--- config.mk ---
export PLATFORM = sky130hd
export DESIGN_NAME = joy_serial_scan
export DESIGN_NICKNAME = d
export VERILOG_FILES = /design/src/rtl/joy_scan_pkg.sv /design/src/rtl/joy_debounce.sv /design/src/rtl/joy_serial_scan.sv
export SDC_FILE = /design/constraint.sdc
export NUM_CORES = 1
export LEC_CHECK = 0
export ABC_AREA = 0
export BUFFER_PORTS_ARGS = -buffer_cell sky130_fd_sc_hd__buf_4
export CAP_MARGIN = 5
export CORE_MARGIN = 2
export CORE_UTILIZATION = 55
export CTS_CLUSTER_SIZE = 30
export DETAILED_ROUTE_END_ITERATION = 10
export PLACE_DENSITY = 0.73
export SLEW_MARGIN = 20
export SYNTH_ARGS = -nofsm -noshare
export SYNTH_HDL_FRONTEND = slang
export SYNTH_SLANG_ARGS = --single-unit
--- constraint.sdc ---
create_clock -name clk_sys -period 2.9 [get_ports clk_sys]
set_input_delay 0.145 -clock clk_sys [delete_from_list [all_inputs] [get_ports clk_sys]]
set_output_delay 0.145 -clock clk_sys [all_outputs]
set_load 0.005 [all_outputs]
--- src/rtl/joy_scan_pkg.sv ---
// Shared types and constants for the serial joystick scanner.
// Includes the scan state encoding and the parameter range check.
package joy_scan_pkg;

    localparam int JOY_W = 16;

    // The enum literals carry an ST_ prefix so they cannot collide with the GAP parameter.
    typedef enum logic [2:0] {
        ST_IDLE,
        ST_LATCH,
        ST_SHIFT_LO,
        ST_SHIFT_HI,
        ST_GAP
    } scan_state_t;

    function automatic bit joy_params_ok(input int players, input int bits, input int clk_div,
                                         input int gap, input int debounce);
        return (players >= 1) && (players <= 4) && (bits >= 1) && (bits <= JOY_W) &&
               (clk_div >= 2) && (gap >= 1) && (debounce >= 1) && (debounce <= 15);
    endfunction

endpackage

--- src/rtl/joy_debounce.sv ---
// Per-bit debounce filter. The output bit follows a committed frame only after
// DEBOUNCE consecutive disagreeing frames. This module is used only when JOY_DEBOUNCE_EN is defined.
module joy_debounce #(
    parameter int DEBOUNCE = 2
) (
    input  logic clk_sys,
    input  logic reset,
    input  logic strobe,
    input  logic din,
    output logic dout
);

    localparam logic [3:0] DB_LIMIT = 4'(DEBOUNCE);

    logic [3:0] agree_cnt_reg;

    always_ff @(posedge clk_sys) begin
        if (reset) begin
            dout          <= 1'b0;
            agree_cnt_reg <= 4'd0;
        end else if (strobe) begin
            if (din == dout) begin
                agree_cnt_reg <= 4'd0;
            end else if (agree_cnt_reg + 4'd1 == DB_LIMIT) begin
                dout          <= din;
                agree_cnt_reg <= 4'd0;
            end else begin
                agree_cnt_reg <= agree_cnt_reg + 4'd1;
            end
        end
    end

endmodule

--- src/rtl/joy_serial_scan.sv ---
// Serial joystick scanner. It drives the latch and shift clock and deserialises PLAYERS x BITS buttons.
// Define JOY_DEBOUNCE_EN to filter every output bit through joy_debounce.
module joy_serial_scan
    import joy_scan_pkg::*;
#(
    parameter int PLAYERS  = 2,
    parameter int BITS     = 12,
    parameter int CLK_DIV  = 24,
    parameter int GAP      = 64,
    parameter int DEBOUNCE = 2
) (
    input  logic                       clk_sys,
    input  logic                       reset,
    input  logic                       enable,
    input  logic                       joy_data,
    output logic                       joy_clk,
    output logic                       joy_load,
    output logic [JOY_W*PLAYERS-1:0]   joystick,
    output logic                       valid
);

    localparam int TOTAL = PLAYERS * BITS;
    localparam int OUT_W = JOY_W * PLAYERS;
    localparam int DIV_W = $clog2(CLK_DIV);
    localparam int GAP_W = (GAP > 1) ? $clog2(GAP) : 1;
    localparam int POS_W = $clog2(OUT_W);

    localparam logic [DIV_W-1:0] DIV_LAST = DIV_W'(CLK_DIV - 1);
    localparam logic [GAP_W-1:0] GAP_LAST = GAP_W'(GAP - 1);
    localparam logic [6:0]       IDX_LAST = 7'(TOTAL - 1);
    localparam logic [3:0]       BIT_LAST = 4'(BITS - 1);
    localparam logic [POS_W-1:0] POS_SKIP = POS_W'(JOY_W - BITS + 1);

    if (!joy_params_ok(PLAYERS, BITS, CLK_DIV, GAP, DEBOUNCE)) begin : g_bad_params
        $error("joy_serial_scan: parameter out of range");
    end

    scan_state_t      state_reg;
    logic [DIV_W-1:0] div_reg;
    logic [GAP_W-1:0] gap_reg;
    logic [6:0]       idx_reg;
    logic [3:0]       bit_reg;
    logic [POS_W-1:0] pos_reg;
    logic [OUT_W-1:0] frame_reg;
    logic [OUT_W-1:0] frame_next;
    logic             tick;
    logic             commit_now;

    assign tick       = (div_reg == DIV_LAST);
    assign commit_now = tick && enable && (state_reg == ST_SHIFT_HI) && (idx_reg == IDX_LAST);

    // The current sample is merged in combinationally so the final bit lands in the same commit.
    always_comb begin
        frame_next          = frame_reg;
        frame_next[pos_reg] = ~joy_data;
    end

    // While parked, the divider is held at 0. Enabling the scanner then gives a fixed latch latency.
    always_ff @(posedge clk_sys) begin
        if (reset) begin
            div_reg <= '0;
        end else if ((!enable && state_reg == ST_IDLE) || tick) begin
            div_reg <= '0;
        end else begin
            div_reg <= div_reg + DIV_W'(1);
        end
    end

    always_ff @(posedge clk_sys) begin
        if (reset) begin
            state_reg <= ST_IDLE;
            gap_reg   <= '0;
            idx_reg   <= '0;
            bit_reg   <= '0;
            pos_reg   <= '0;
            frame_reg <= '0;
            joy_clk   <= 1'b1;
            joy_load  <= 1'b1;
        end else if (tick) begin
            if (state_reg != ST_IDLE && !enable) begin
                state_reg <= ST_IDLE;
                joy_clk   <= 1'b1;
                joy_load  <= 1'b1;
            end else begin
                unique case (state_reg)
                    ST_IDLE: begin
                        if (enable) begin
                            state_reg <= ST_LATCH;
                            joy_load  <= 1'b0;
                            idx_reg   <= '0;
                            bit_reg   <= '0;
                            pos_reg   <= '0;
                            frame_reg <= '0;
                        end
                    end
                    ST_LATCH: begin
                        state_reg <= ST_SHIFT_LO;
                        joy_load  <= 1'b1;
                        joy_clk   <= 1'b0;
                    end
                    ST_SHIFT_LO: begin
                        state_reg <= ST_SHIFT_HI;
                        joy_clk   <= 1'b1;
                    end
                    ST_SHIFT_HI: begin
                        frame_reg <= frame_next;
                        idx_reg   <= idx_reg + 7'd1;
                        // After a player's last bit, the position pointer jumps to the next 16-bit word.
                        if (bit_reg == BIT_LAST) begin
                            bit_reg <= '0;
                            pos_reg <= pos_reg + POS_SKIP;
                        end else begin
                            bit_reg <= bit_reg + 4'd1;
                            pos_reg <= pos_reg + POS_W'(1);
                        end
                        if (idx_reg == IDX_LAST) begin
                            state_reg <= ST_GAP;
                            gap_reg   <= '0;
                        end else begin
                            state_reg <= ST_SHIFT_LO;
                            joy_clk   <= 1'b0;
                        end
                    end
                    ST_GAP: begin
                        if (gap_reg == GAP_LAST) begin
                            state_reg <= ST_IDLE;
                        end else begin
                            gap_reg <= gap_reg + GAP_W'(1);
                        end
                    end
                    default: state_reg <= ST_IDLE;
                endcase
            end
        end
    end

    always_ff @(posedge clk_sys) begin
        if (reset) begin
            valid <= 1'b0;
        end else begin
            valid <= commit_now;
        end
    end

`ifdef JOY_DEBOUNCE_EN
    for (genvar gi = 0; gi < OUT_W; gi++) begin : g_db
        joy_debounce #(
            .DEBOUNCE (DEBOUNCE)
        ) u_db (
            .clk_sys (clk_sys),
            .reset   (reset),
            .strobe  (commit_now),
            .din     (frame_next[gi]),
            .dout    (joystick[gi])
        );
    end
`else
    always_ff @(posedge clk_sys) begin
        if (reset) begin
            joystick <= '0;
        end else if (commit_now) begin
            joystick <= frame_next;
        end
    end
`endif

endmodule

Word-level counts from Yosys, hierarchy flattened
Cells that the tools add are included.
{"block": "op_classes", "n_addsub": 6, "multipliers": 0, "n_div": 0, "magnitude_cmp": 2, "n_eq_ne": 14, "shifts": 0, "n_mux": 27, "bitwise": 2, "n_reduce_logical": 20}
{"operator": "one-hot mux 32 bit (2 select lines)", "n": 1}
{"operator": "bitwise mux 32 bit", "n": 1}
{"operator": "two-way mux 32 bit", "n": 1}
{"operator": "one-hot mux 3 bit (5 select lines)", "n": 1}
{"operator": "one-hot mux 7 bit (2 select lines)", "n": 1}
{"operator": "two-way mux 3 bit", "n": 4}
{"operator": "two-way mux 6 bit", "n": 2}
{"operator": "one-hot mux 6 bit (2 select lines)", "n": 1}
{"operator": "adder 5 x 1 -> 5 bit, second input constant", "n": 2}
{"operator": "two-way mux 5 bit", "n": 2}
{"operator": "one-hot mux 5 bit (2 select lines)", "n": 1}
{"operator": "AND reduction 3 bit", "n": 3}
{"operator": "two-way mux 4 bit", "n": 2}
{"operator": "one-hot mux 4 bit (2 select lines)", "n": 1}
{"operator": "adder 7 x 1 -> 7 bit, second input constant", "n": 1}
{"operator": "== test 7 x 5 -> 1 bit, second input constant", "n": 1}
{"operator": "two-way mux 7 bit", "n": 1}
{"operator": "adder 6 x 1 -> 6 bit, second input constant", "n": 1}
{"operator": "== test 3 x 2 -> 1 bit, second input constant", "n": 2}
{"operator": "== test 6 bit, second input constant", "n": 1}
{"operator": "logical AND 1 bit", "n": 6}
{"operator": "< comparator 5 x 6 -> 1 bit, second input constant", "n": 1}
{"operator": "!= test 3 bit, second input constant", "n": 2}
{"operator": "nonzero test 3 bit", "n": 2}
{"operator": "other kinds (23)", "n": 30}
{"block": "totals", "regBits": 97, "latch_bits": 0, "mem_bits_rw": 0, "mem_bits_ro": 0, "in_bits": 4, "out_inout_bits": 35, "elab_cells": 82, "mem_count": 0}

Depth between registers and ports, before layout
Gate-level depths: netlist of the first run.
{"block": "logic_depth", "depth_word": 6, "mapped_depth": 7, "depth_no_buf": 7}

Worst setup path after synthesis of the first run
Ideal clock, no wire load.
{"block": "synth_path", "path_type": "reg-to-reg", "start": "reg div_reg[0]", "end": "reg bit_reg[1]", "setup_ps": 128, "arrival_time_ps": 1848, "path_slack_ps": 924, "path_stages_with_launch": 8, "path_buffers": 2, "path_cell_list": "dfxtp_1 -> ha_1 -> nand4b_4 -> or4_4 -> buf_6 -> clkbuf_1 -> a22oi_1 -> nor2_1"}
{"block": "synth_between", "elab_chain_len": 2}
{"item": "start: declaration", "line": "joy_serial_scan.sv:39", "text": "logic [DIV_W-1:0] div_reg;"}
{"item": "start signal: assignment", "line": "joy_serial_scan.sv:65", "text": "div_reg <= div_reg + DIV_W'(1);"}
{"item": "== test 5 bit", "line": "joy_serial_scan.sv:49", "text": "assign tick = (div_reg == DIV_LAST);"}
{"item": "AND reduction 4 bit (no source line)"}
{"item": "end signal: assignment", "line": "joy_serial_scan.sv:113", "text": "bit_reg <= bit_reg + 4'd1;"}
{"item": "end: declaration", "line": "joy_serial_scan.sv:42", "text": "logic [3:0] bit_reg;"}
No other way between the ends.
A chain may end at the register's enable or synchronous reset.

Final worst setup path of the first run
{"block": "layout_path", "start": "reg div_reg[0]", "end": "reg bit_reg[3]"}
Same word-level chain as after synthesis.

==> results by group, run 1 <==
Routing
  • DR WL met2: ~5 mm
  • Top sig layer: met4
  • ANT nets after route: 0
  • Final wirelength: between 10 and 15 mm
  • Vias after detailed routing: about 3900
  • Vias per Instance: between 6 and 7
  • DRC violations left: 0
  • Initial DRC Count: around 230
  • WL/cell: ~16 um
  • Met3 wire length: approximately 360 um
  • M1 WL: around 5 mm
  • Drt pass-1 iters: 4

Clock network
  • H-tree depth: 3
  • Worst-Skew Late Latency: around 0.37 ns
  • Clock-pin slew on the worst setup and hold paths: roughly 0.10 ns
  • CTS root buffer: clkbuf_8
  • Hold buffers post-CTS: 0
  • Clk sink count: 97
  • CTS buffer count: 9
  • Postcts setup bufs: 0
  • Gates resized, CTS repair: 0
  • CTS tree: built
  • Clock buffer depth: 2

Critical path
  • Worst reg2reg setup slack: roughly 0.55 ns
  • Reg-to-reg endpoint: bit_reg[3]$_SDFFE_PP0P_
  • Crit path DAT: roughly 2.6 ns
  • Worst path required time: around 3.2 ns
  • Critical Path Source Type: flop
  • FF-to-FF path depth: 5
  • Crit Path Class: reg2reg
  • Critical path fanouts, max: 39
  • Reg2reg start: div_reg[0]$_SDFF_PP0_
  • Crit. End Element: flop

Logic synthesis
  • Sequential element share of the synthesized area: a little over two fifths
  • Yosys warnings: 0
  • Syn Nets: 534
  • Syn Std Cell Area: 0.00462 mm^2
  • Async SR Flop Fraction: 0%
  • Post-synth EDFFs: 0
  • Synth Flop Type: dfxtp_1
  • Cells after synthesis: between 500 and 600
  • Cell taking the most area after synthesis: dfxtp_1
  • FF+latch count, synth: slightly below 100
  • Avg Inst Size Synth: around 8.9 um^2
  • Synth area leaders: dfxtp_1 (42%), a21oi_1 (3.8%), mux2i_1 (3.7%)
  • Netlist cell types: 56
  • Top-area cell type share of the netlist area: 42.1%

Timing
  • Setup ws final: about 0.55 ns
  • RSZ-0062 raised after global routing: no
  • Hold_ws: roughly 0.14 ns
  • Slew @ Worst Pin: just over 0.9 ns
  • Fin Setup TNS: 0 ns
  • Layout Skew: roughly 0.011 ns
  • Setup violators final: 0
  • Max-slew violation count: 0
  • Relative slew slack: 38.2%
  • Fin crit share: roughly four fifths
  • Fmax: between 400 and 500 MHz
  • Minimum clock period: about 2.3 ns
  • Hold Fails Final Rpt: 0

Global routing
  • Antenna violations before repair: 0
  • Largest net degree at the start of global routing: 55
  • First-pass GRT wire length: 17.3 mm
  • Grt total ovfl: 0
  • Number of global-route vias before repair: 3609
  • GRT Resource Usage Total: approximately a quarter

Cells and area
  • Area grow syn2layout: 9.67%
  • Nets@finish: between 500 and 600
  • # fillers: around 700
  • Share of cells above drive strength 1: 13.5%
  • Diode count: 0

Hold path
  • Hold path depth: 3
  • Worst hold start: enable
  • Worst Hold Class: in2reg
  • Worst hold endpoint: state_reg[1]$_SDFFE_PP0P_

Run
  • Max-cap violations: 0

Pwr
  • Power Density: around 430 mW/mm^2
  • VDD IR max: 0.268 mV
  • Leakage: around 1.9 nW

Placed design
  • Detailed placer's ending HPWL: about 6.6 mm
  • Dpl ws: about 0.56 ns
  • Port Buf Inserts: 38
  • RD Place Congestion: 0.799

Floorplanning
  • Die area: 0.00914 mm^2
  • Starting density of the core: 56.5%
  • Ports: 39
  • Num rows: 33
  • Die width: about 96 um
  • Core ar.: about 0.0082 mm^2
  • Die height: 95.6 um

Run status
  • Status: finished, final reports clean
## critical path, cell delays in order (launching register included)
cell	delay, ns
dfxtp_1	0.37
ha_1	0.30
nand4b_4	0.21
or4_4	0.72
or4_1	0.52
a21oi_1	0.14
## area by class of cell
cell class                 instances  area [um^2]  area share, %
clock buffer                      10          128           2.52
clock inverter                     6         43.8          0.865
inverter                          20         75.1           1.48
multi-input combinational        357         2410           47.7
sequential                        97         1940           38.3
tap                              105          131           2.59
timing repair buffer              44          330           6.52
## cell usage after synthesis (12+ instances only)
cell / count
o21ai_0: 32
nor2_1: 30
nand3_1: 14
o211ai_1: 12
a22oi_1: 17
clkbuf_1: 38
nand2_1: 39
a32o_1: 12
a21oi_1: 35
dfxtp_1: 97
mux2i_1: 17
nand4_1: 16
inv_1: 20
o2bb2ai_1: 14
## layer usage
metal / GRT usage (%) / up-vias
met1: 31.0 / 1873
li1: - / 1965
met5: 0 / -
met2: 40.4 / 91
met4: 7.98 / 0
met3: 2.92 / 10
## layout by cell type (no fill, tap or decap), types with 5 or more instances in the layout
| master | count |
|---|---|
| a22oi_1 | 17 |
| a21oi_1 | 35 |
| buf_4 | 44 |
| a32o_1 | 12 |
| dfxtp_1 | 97 |
| nand2_1 | 39 |
| nor4bb_1 | 8 |
| mux2i_1 | 17 |
| o211a_1 | 5 |
| or4_1 | 5 |
| nand4b_1 | 8 |
| nor3_1 | 5 |
| o211ai_1 | 12 |
| clkbuf_8 | 9 |
| ha_1 | 9 |
| inv_1 | 20 |
| or3_1 | 11 |
| o2bb2ai_1 | 14 |
| nand3_1 | 14 |
| o21ai_0 | 32 |
| nand4_1 | 16 |
| nor2_1 | 30 |
## through the flow
stage / cell area [um^2] / utilization, % / instances / power (mW)
after global placement: 4890 / 59.8 / 623 / 1.41
after detailed placement: 4890 / 59.8 / 623 / 1.41
after floorplan: 4620 / - / 521 / 1.40
after CTS: 5060 / 61.9 / 639 / 2.19
final: 5060 / 61.9 / 639 / 2.18
after global routing: 5060 / 61.9 / 639 / 2.25
## worst max path at each step
stage | start | endpoint
floorplan | div_reg[0]$_SDFF_PP0_ | bit_reg[1]$_SDFFE_PP0P_
global placement | div_reg[0]$_SDFF_PP0_ | bit_reg[3]$_SDFFE_PP0P_
detailed placement | div_reg[0]$_SDFF_PP0_ | bit_reg[3]$_SDFFE_PP0P_
CTS | div_reg[0]$_SDFF_PP0_ | bit_reg[3]$_SDFFE_PP0P_
global route | div_reg[0]$_SDFF_PP0_ | bit_reg[3]$_SDFFE_PP0P_
finish | div_reg[0]$_SDFF_PP0_ | bit_reg[3]$_SDFFE_PP0P_
## cells by family after synthesis
group           synth area share, %
compound gates                 23.4
fa+ha+maj                      2.44
flops                          42.1
mux                            3.69
buf+inv                        5.80
simple gates                   21.9
xor+xnor                      0.759
## report_power, final
group,internal [mW],switching [mW]
logic,0.0102,0.0364
clock network,0.316,0.483
registers,1.33,0.00191
No activity file was read; power rests on OpenSTA's default activity.
==> run 2, diff against run 1 <==
--- a/config.mk
+++ b/config.mk
@@ -5,14 +5,14 @@
 export SDC_FILE = /design/constraint.sdc
 export NUM_CORES = 1
 export LEC_CHECK = 0
-export ABC_AREA = 0
+export ABC_AREA = 1
 export BUFFER_PORTS_ARGS = -buffer_cell sky130_fd_sc_hd__buf_4
 export CAP_MARGIN = 5
 export CORE_MARGIN = 2
-export CORE_UTILIZATION = 55
+export CORE_UTILIZATION = 54
 export CTS_CLUSTER_SIZE = 30
 export DETAILED_ROUTE_END_ITERATION = 10
-export PLACE_DENSITY = 0.73
+export PLACE_DENSITY = 0.75
 export SLEW_MARGIN = 20
 export SYNTH_ARGS = -nofsm -noshare
 export SYNTH_HDL_FRONTEND = slang
==> constraint.sdc (replaced) <==
create_clock -name clk_sys -period 2 [get_ports clk_sys]
set_input_delay 0.1 -clock clk_sys [delete_from_list [all_inputs] [get_ports clk_sys]]
set_output_delay 0.1 -clock clk_sys [all_outputs]
set_load 0.005 [all_outputs]
==> run 2 against run 1 <==
Utilization shrank 0.086 points. Non-clock buffer count grew 9. Critical path depth grew 4. Fmax grew 26%. First-iteration DRC count shrank 6.1%. Clock skew grew 0.00092 ns. Sequential share of layout area shrank 2.2 points. Worst setup slack lost 0.42 ns. Clock power grew 76%. Die area grew 5.4%. Global-route usage shrank 2.3 points.
==> results by group, run 2 <==
Run status
  • Status: finished, final reports clean

Routing
  • Vias after detailed routing: about 4400
  • M1 WL: 4.60 mm
  • DRC violations left: 0
  • Drt pass-1 iters: 5
  • Top sig layer: met4
  • Final wirelength: ~10 mm
  • WL/cell: 11.6 um
  • Vias per Instance: a little over 5
  • ANT nets after route: 0
  • DR WL met2: approximately 5 mm
  • Met3 wire length: 399 um
  • Initial DRC Count: between 200 and 250

Logic synthesis
  • Netlist cell types: 28
  • Cells after synthesis: roughly 720
  • Avg Inst Size Synth: between 6 and 7 um^2
  • Cell taking the most area after synthesis: dfxtp_1
  • Async SR Flop Fraction: 0%
  • Syn Nets: between 700 and 800
  • Sequential element share of the synthesized area: 40.6%
  • Top-area cell type share of the netlist area: between 40% and 50%
  • Synth Flop Type: dfxtp_1
  • Yosys warnings: 0
  • Most frequent cell after synthesis: nand2_1
  • FF+latch count, synth: 97
  • Post-synth EDFFs: 0
  • Syn Std Cell Area: 0.00479 mm^2
  • Synth area leaders: dfxtp_1 (41%), nand2_1 (18%), nor2_1 (8.8%)
  • Commonest cells post-synth: nand2_1 (234), nor2_1 (112), dfxtp_1 (97), inv_1 (65), a21oi_1 (58)

Cells and area
  • Area grow syn2layout: 12.1%
  • Commonest cells after routing, fill and taps aside: nand2_1 (234), nor2_1 (111), dfxtp_1 (97)
  • Diode count: 0
  • Finished Layout Cells: 868
  • Share of cells above drive strength 1: a little under an eighth
  • Nets@finish: between 700 and 800
  • Commonest non-fill, non-tap cell in the layout: nand2_1
  • Util after Layout: between 60% and 70%

Clock network
  • Hold buffers post-CTS: 0
  • Worst-Skew Late Latency: 0.36 ns
  • H-tree depth: 3
  • Clk sink count: 97
  • CTS buffer count: 9
  • Clock buffer depth: 2
  • CTS tree: built
  • CTS root buffer: clkbuf_8
  • Clock-pin slew on the worst setup and hold paths: roughly 0.09 ns

Floorplanning
  • Die width: 98.2 um
  • Core ar.: about 0.0087 mm^2
  • Starting density of the core: 55.2%
  • Num rows: 34
  • Die area: roughly 0.0096 mm^2
  • Ports: 39
  • Die height: 98.2 um

Critical path
  • Worst-path cell chain: inv_2 > nand2_1 > nand2_2 > nand2_2 > inv_2 > nand2_1 > clkinvlp_2 > nand2_1 > a21oi_1
  • Critical path fanouts, max: 7
  • CP top delay family: simple AND/OR/NAND/NOR gates
  • Crit-path max cell delay: 0.49 ns
  • Crit. End Element: flop
  • Slowest CP cell: dfxtp_1
  • Worst path required time: 2.22 ns
  • Critical Path Source Type: flop
  • Crit Path Class: reg2reg
  • Top cell by count, worst path: nand2_1
  • Crit path DAT: roughly 2.1 ns
  • WP buf/inv: 3

Global routing
  • Antenna violations before repair: 0
  • Largest net degree at the start of global routing: 66
  • GRT Resource Usage Total: a little over a fifth
  • First-pass GRT wire length: roughly 17 mm
  • Number of global-route vias before repair: 4109
  • Grt total ovfl: 0

Pwr
  • Int Pwr: around 2.7 mW
  • Clock power share: about two fifths
  • Leakage: 2.39 nW
  • Switching part of the total: ~22%
  • VDD IR max: between 0.3 and 0.4 mV
  • Power Density: approximately 630 mW/mm^2
  • Seq pwr share: 56.8%
  • Net switching power: about 750 uW
  • Comb power frac: ~1.8%

Hold path
  • Worst Hold Class: in2reg

Timing
  • RSZ-0062 raised after global routing: yes
  • Minimum clock period: ~1.9 ns
  • Max-slew violation count: 0
  • Fin crit share: 93.3%
  • Fmax: between 500 and 600 MHz
  • Layout Skew: roughly 0.012 ns
  • Fin Setup TNS: 0 ns
  • Relative slew slack: about 60%
  • Hold Fails Final Rpt: 0
  • Slew @ Worst Pin: 0.575 ns
  • Setup violators final: 0

Placed design
  • Detailed placer's ending HPWL: 6.74 mm
  • Placed cell count: 848
  • RD Place Congestion: ~0.9
  • Port Buf Inserts: 38

Run
  • Max-cap violations: 0
-- run 2: changes by cell type in the layout (fill, tap and decap cells not counted), sizes merged, moves of 12 or more --
cell | previous run | this run
a22oi | 17 | 0
o2bb2ai | 14 | 0
nand3 | 14 | 31
a32o | 12 | 0
nand2 | 39 | 237
inv | 21 | 68
o31ai | 0 | 12
nor2 | 30 | 117
mux2i | 17 | 0
a21oi | 35 | 58
-- run 2: power by group through the flow --
stage	Combinational (mW)	Sequential (mW)	Clock [mW]
floorplan	0.0402	1.98	0
global placement	0.0606	1.98	0
detailed placement	0.0615	1.98	0
CTS	0.0618	1.93	1.45
global route	0.0681	1.93	1.53
finish	0.0619	1.93	1.41
-- run 2: cells by family (layout without fill, tap and decap cells) --
| kind of cell | count (synthesis) | count (layout) | synth area share, % |
|---|---|---|---|
| DFF | 97 | 97 | 40.6 |
| buffers and inverters | 101 | 137 | 9.69 |
| AOI/OAI and AO/OA | 109 | 109 | 12.2 |
| adders and majority gates | 9 | 9 | 2.35 |
| and+or+nand+nor | 401 | 401 | 33.9 |
| xor gates and xnor gates | 7 | 7 | 1.28 |
-- run 2: tightest hold or removal path, delay by kind of cell --
kind / cells / cell delay (ns)
simple gates: 1 / 0.13
buf+inv: 2 / 0.23
-- run 2: what timing repair did --
action | in CTS | in global routing
setup endpoints to repair | 0 | 12
buffers inserted | 0 | 3
gates resized for setup | 0 | 3
-- run 2: layer usage --
metal,up-vias,track usage [%]
li1,2332,-
met1,2011,26.8
met4,0,5.58
met5,-,0
met3,10,4.01
met2,91,37.8
-- run 2: worst paths after layout --
check,from,to,slack [ns],cells after the start
max,state_reg[1]$_SDFFE_PP0P_,idx_reg[3]$_SDFFE_PP0P_,0.13,9
min reg2reg,div_reg[0]$_SDFF_PP0_,div_reg[0]$_SDFF_PP0_,0.46,1
max reg2reg,state_reg[1]$_SDFFE_PP0P_,idx_reg[3]$_SDFFE_PP0P_,0.13,9
min,reset,joy_load$_SDFFE_PP1P_,0.14,3
-- run 2: cell type report --
type                    instances  area (um^2)
fillers                       856         3310
repair inverters                1         5.00
flip-flops and latches         97         1940
multi-input cells             526         2390
clock buffers                  10          128
clock inverters                 6         90.1
inverters                      67          255
well taps                     108          135
repair buffers                 53          423
-- run 2: metrics by stage --
stage	hold slack, ns	worst slack, ns	power, mW	cell area, um^2
finish	0.142	0.134	3.40	5370
global route	0.164	-0.0271	3.53	5370
CTS	0.132	0.0677	3.44	5330
detailed placement	0.453	0.0901	2.04	5110
global placement	0.427	0.203	2.04	5110
floorplan	0.318	0.390	2.02	4790
==> run 3, diff against run 2 <==
--- a/config.mk
+++ b/config.mk
@@ -8,6 +8,7 @@
 export ABC_AREA = 1
 export BUFFER_PORTS_ARGS = -buffer_cell sky130_fd_sc_hd__buf_4
 export CAP_MARGIN = 5
+export CORE_ASPECT_RATIO = 0.8
 export CORE_MARGIN = 2
 export CORE_UTILIZATION = 54
 export CTS_CLUSTER_SIZE = 30
==> run 3 against run 2 <==
Non-clock buffer count down 5. Utilization up 0.079 points. Die area about the same.
==> results by group, run 3 (synthesis gave the netlist of run 2 again) <==
Run status
  • Status: finished, final reports clean

Critical path
  • Critical path fanouts, max: 4
  • Crit-path max cell delay: approximately 0.38 ns
  • Worst-path cell chain: ha_1 > nand2_1 > nor2_1 > ha_1 > nand3_1 > o21ai_0 > nand2_1 > nand2_1 > nor2_1 > nand2_1 > a21oi_1
  • CP top delay family: simple AND/OR/NAND/NOR gates
  • Crit Path Class: reg2reg
  • Crit path DAT: about 2.1 ns
  • WP buf/inv: 0
  • Critical Path Source Type: flop
  • Slowest CP cell: dfxtp_1
  • Worst path required time: 2.30 ns
  • Crit. End Element: flop
  • Top cell by count, worst path: nand2_1

Global routing
  • First-pass GRT wire length: roughly 18 mm
  • Grt total ovfl: 0
  • GRT Resource Usage Total: roughly 23%
  • Largest net degree at the start of global routing: 66
  • Number of global-route vias before repair: around 4000
  • Antenna violations before repair: 0

Routing
  • Initial DRC Count: 272
  • ANT nets after route: 0
  • Drt pass-1 iters: 5
  • WL/cell: 12.0 um
  • Vias after detailed routing: between 4000 and 5000
  • DRC violations left: 0
  • Vias per Instance: slightly above 5
  • Final wirelength: 10.4 mm

Cells and area
  • Nets@finish: 762
  • Commonest non-fill, non-tap cell in the layout: nand2_1
  • Diode count: 0
  • Post-route cell area: ~0.0053 mm^2
  • Commonest cells after routing, fill and taps aside: nand2_1 (234), nor2_1 (111), dfxtp_1 (97)
  • Share of cells above drive strength 1: a little over a tenth
  • Area grow syn2layout: 10.7%

Pwr
  • Clock power share: 36.6%
  • Net switching power: 721 uW
  • Switching part of the total: a little under a quarter
  • VDD IR max: roughly 0.57 mV
  • Comb power frac: around 2%
  • Seq pwr share: about three fifths
  • Leakage: 2.35 nW
  • Int Pwr: between 2 and 2.5 mW
  • Power Density: ~590 mW/mm^2

Clock network
  • Worst-Skew Late Latency: between 0.3 and 0.4 ns
  • Clock-pin slew on the worst setup and hold paths: 0.09 ns
  • CTS buffer count: 9
  • Clk sink count: 97
  • Clock buffer depth: 2
  • CTS tree: built
  • H-tree depth: 3
  • CTS root buffer: clkbuf_8

Floorplanning
  • Die area: 0.00964 mm^2
  • Num rows: 30
  • Die height: slightly below 90 um
  • Core ar.: ~0.0086 mm^2
  • Starting density of the core: a little under three fifths
  • Die width: between 100 and 150 um
  • Ports: 39

Timing
  • RSZ-0062 raised after global routing: no
  • Setup violators final: 0
  • Fin Setup TNS: 0 ns
  • Layout Skew: ~0.0099 ns
  • Hold_ws: 0.161 ns
  • Hold Fails Final Rpt: 0
  • Max-slew violation count: 0
  • Fmax: around 550 MHz
  • Slew @ Worst Pin: 0.588 ns
  • Relative slew slack: 60.8%
  • Fin crit share: about nine tenths
  • Minimum clock period: roughly 1.8 ns

Placed design
  • Port Buf Inserts: 38
  • Placed Area: around 0.0051 mm^2
  • RD Place Congestion: 0.885
  • Detailed placer's ending HPWL: between 6 and 7 mm

Run
  • Max-cap violations: 0

Hold path
  • Worst Hold Class: in2reg
[run 3: cell count changes in the layout (fill, tap and decap cells not counted), moves of 2 or more]
cell,change
buf_4,-6
bufinv_16,-2
clkinv_2,+2
inv_6,-2
[run 3: worst paths after layout]
| check | from | endpoint | slack, ns | depth (start not counted) |
|---|---|---|---|---|
| worst max-delay path | bit_reg[0]$_SDFFE_PP0P_ | pos_reg[4]$_SDFFE_PP0P_ | 0.17 | 11 |
| worst max register to register | bit_reg[0]$_SDFFE_PP0P_ | pos_reg[4]$_SDFFE_PP0P_ | 0.17 | 11 |
| worst min-delay path | reset | joy_load$_SDFFE_PP1P_ | 0.16 | 4 |
| worst min register to register | div_reg[0]$_SDFF_PP0_ | div_reg[0]$_SDFF_PP0_ | 0.46 | 1 |
[run 3: worst min-delay path, delay by kind of cell]
kind | cells | cell delay [ns]
AND/OR/NAND/NOR | 1 | 0.10
buffers and inverters | 3 | 0.30
[run 3: timing repair]
action | CTS | global route
setup buffers | 0 | 2
hold buffers | 0 | 0
gates resized for setup | 0 | 4
setup endpoints to repair | 0 | 30
[run 3: power groups by stage]
stage	sequential, mW	clock [mW]	combinational (mW)
floorplan	1.98	0	0.0402
global placement	1.98	0	0.0606
detailed placement	1.98	0	0.0616
CTS	1.93	1.19	0.0617
global route	1.93	1.25	0.0682
finish	1.93	1.15	0.0621
[run 3: routing by layer]
metal	part of all wire, %	wire [um]	track usage [%]
met3	5.5	566	5.52
met5	0	0	0
met1	47	4910	28.9
met4	1.4	145	8.29
met2	46	4740	39.3
[run 3: per-stage QoR]
| step | worst slack (ns) | util, % | power, mW | cells |
|---|---|---|---|---|
| 2_1_floorplan | 0.390 | - | 2.02 | 724 |
| 3_3_place_gp | 0.216 | 59.6 | 2.04 | 848 |
| 3_5_place_dp | 0.149 | 59.6 | 2.04 | 848 |
| 4_1_cts | 0.134 | 61.6 | 3.18 | 864 |
| 5_1_grt | 0.00471 | 61.9 | 3.25 | 866 |
| 6_report | 0.166 | 61.9 | 3.15 | 866 |
[run 3: cell type report]
| cell class | instances | area, um^2 |
|---|---|---|
| fillers | 799 | 3260 |
| multi-input cells | 526 | 2390 |
| flip-flops and latches | 97 | 1940 |
| repair buffers | 48 | 398 |
| inverters | 67 | 255 |
| clock buffers | 11 | 141 |
| well taps | 112 | 140 |
| clock inverters | 5 | 31.3 |
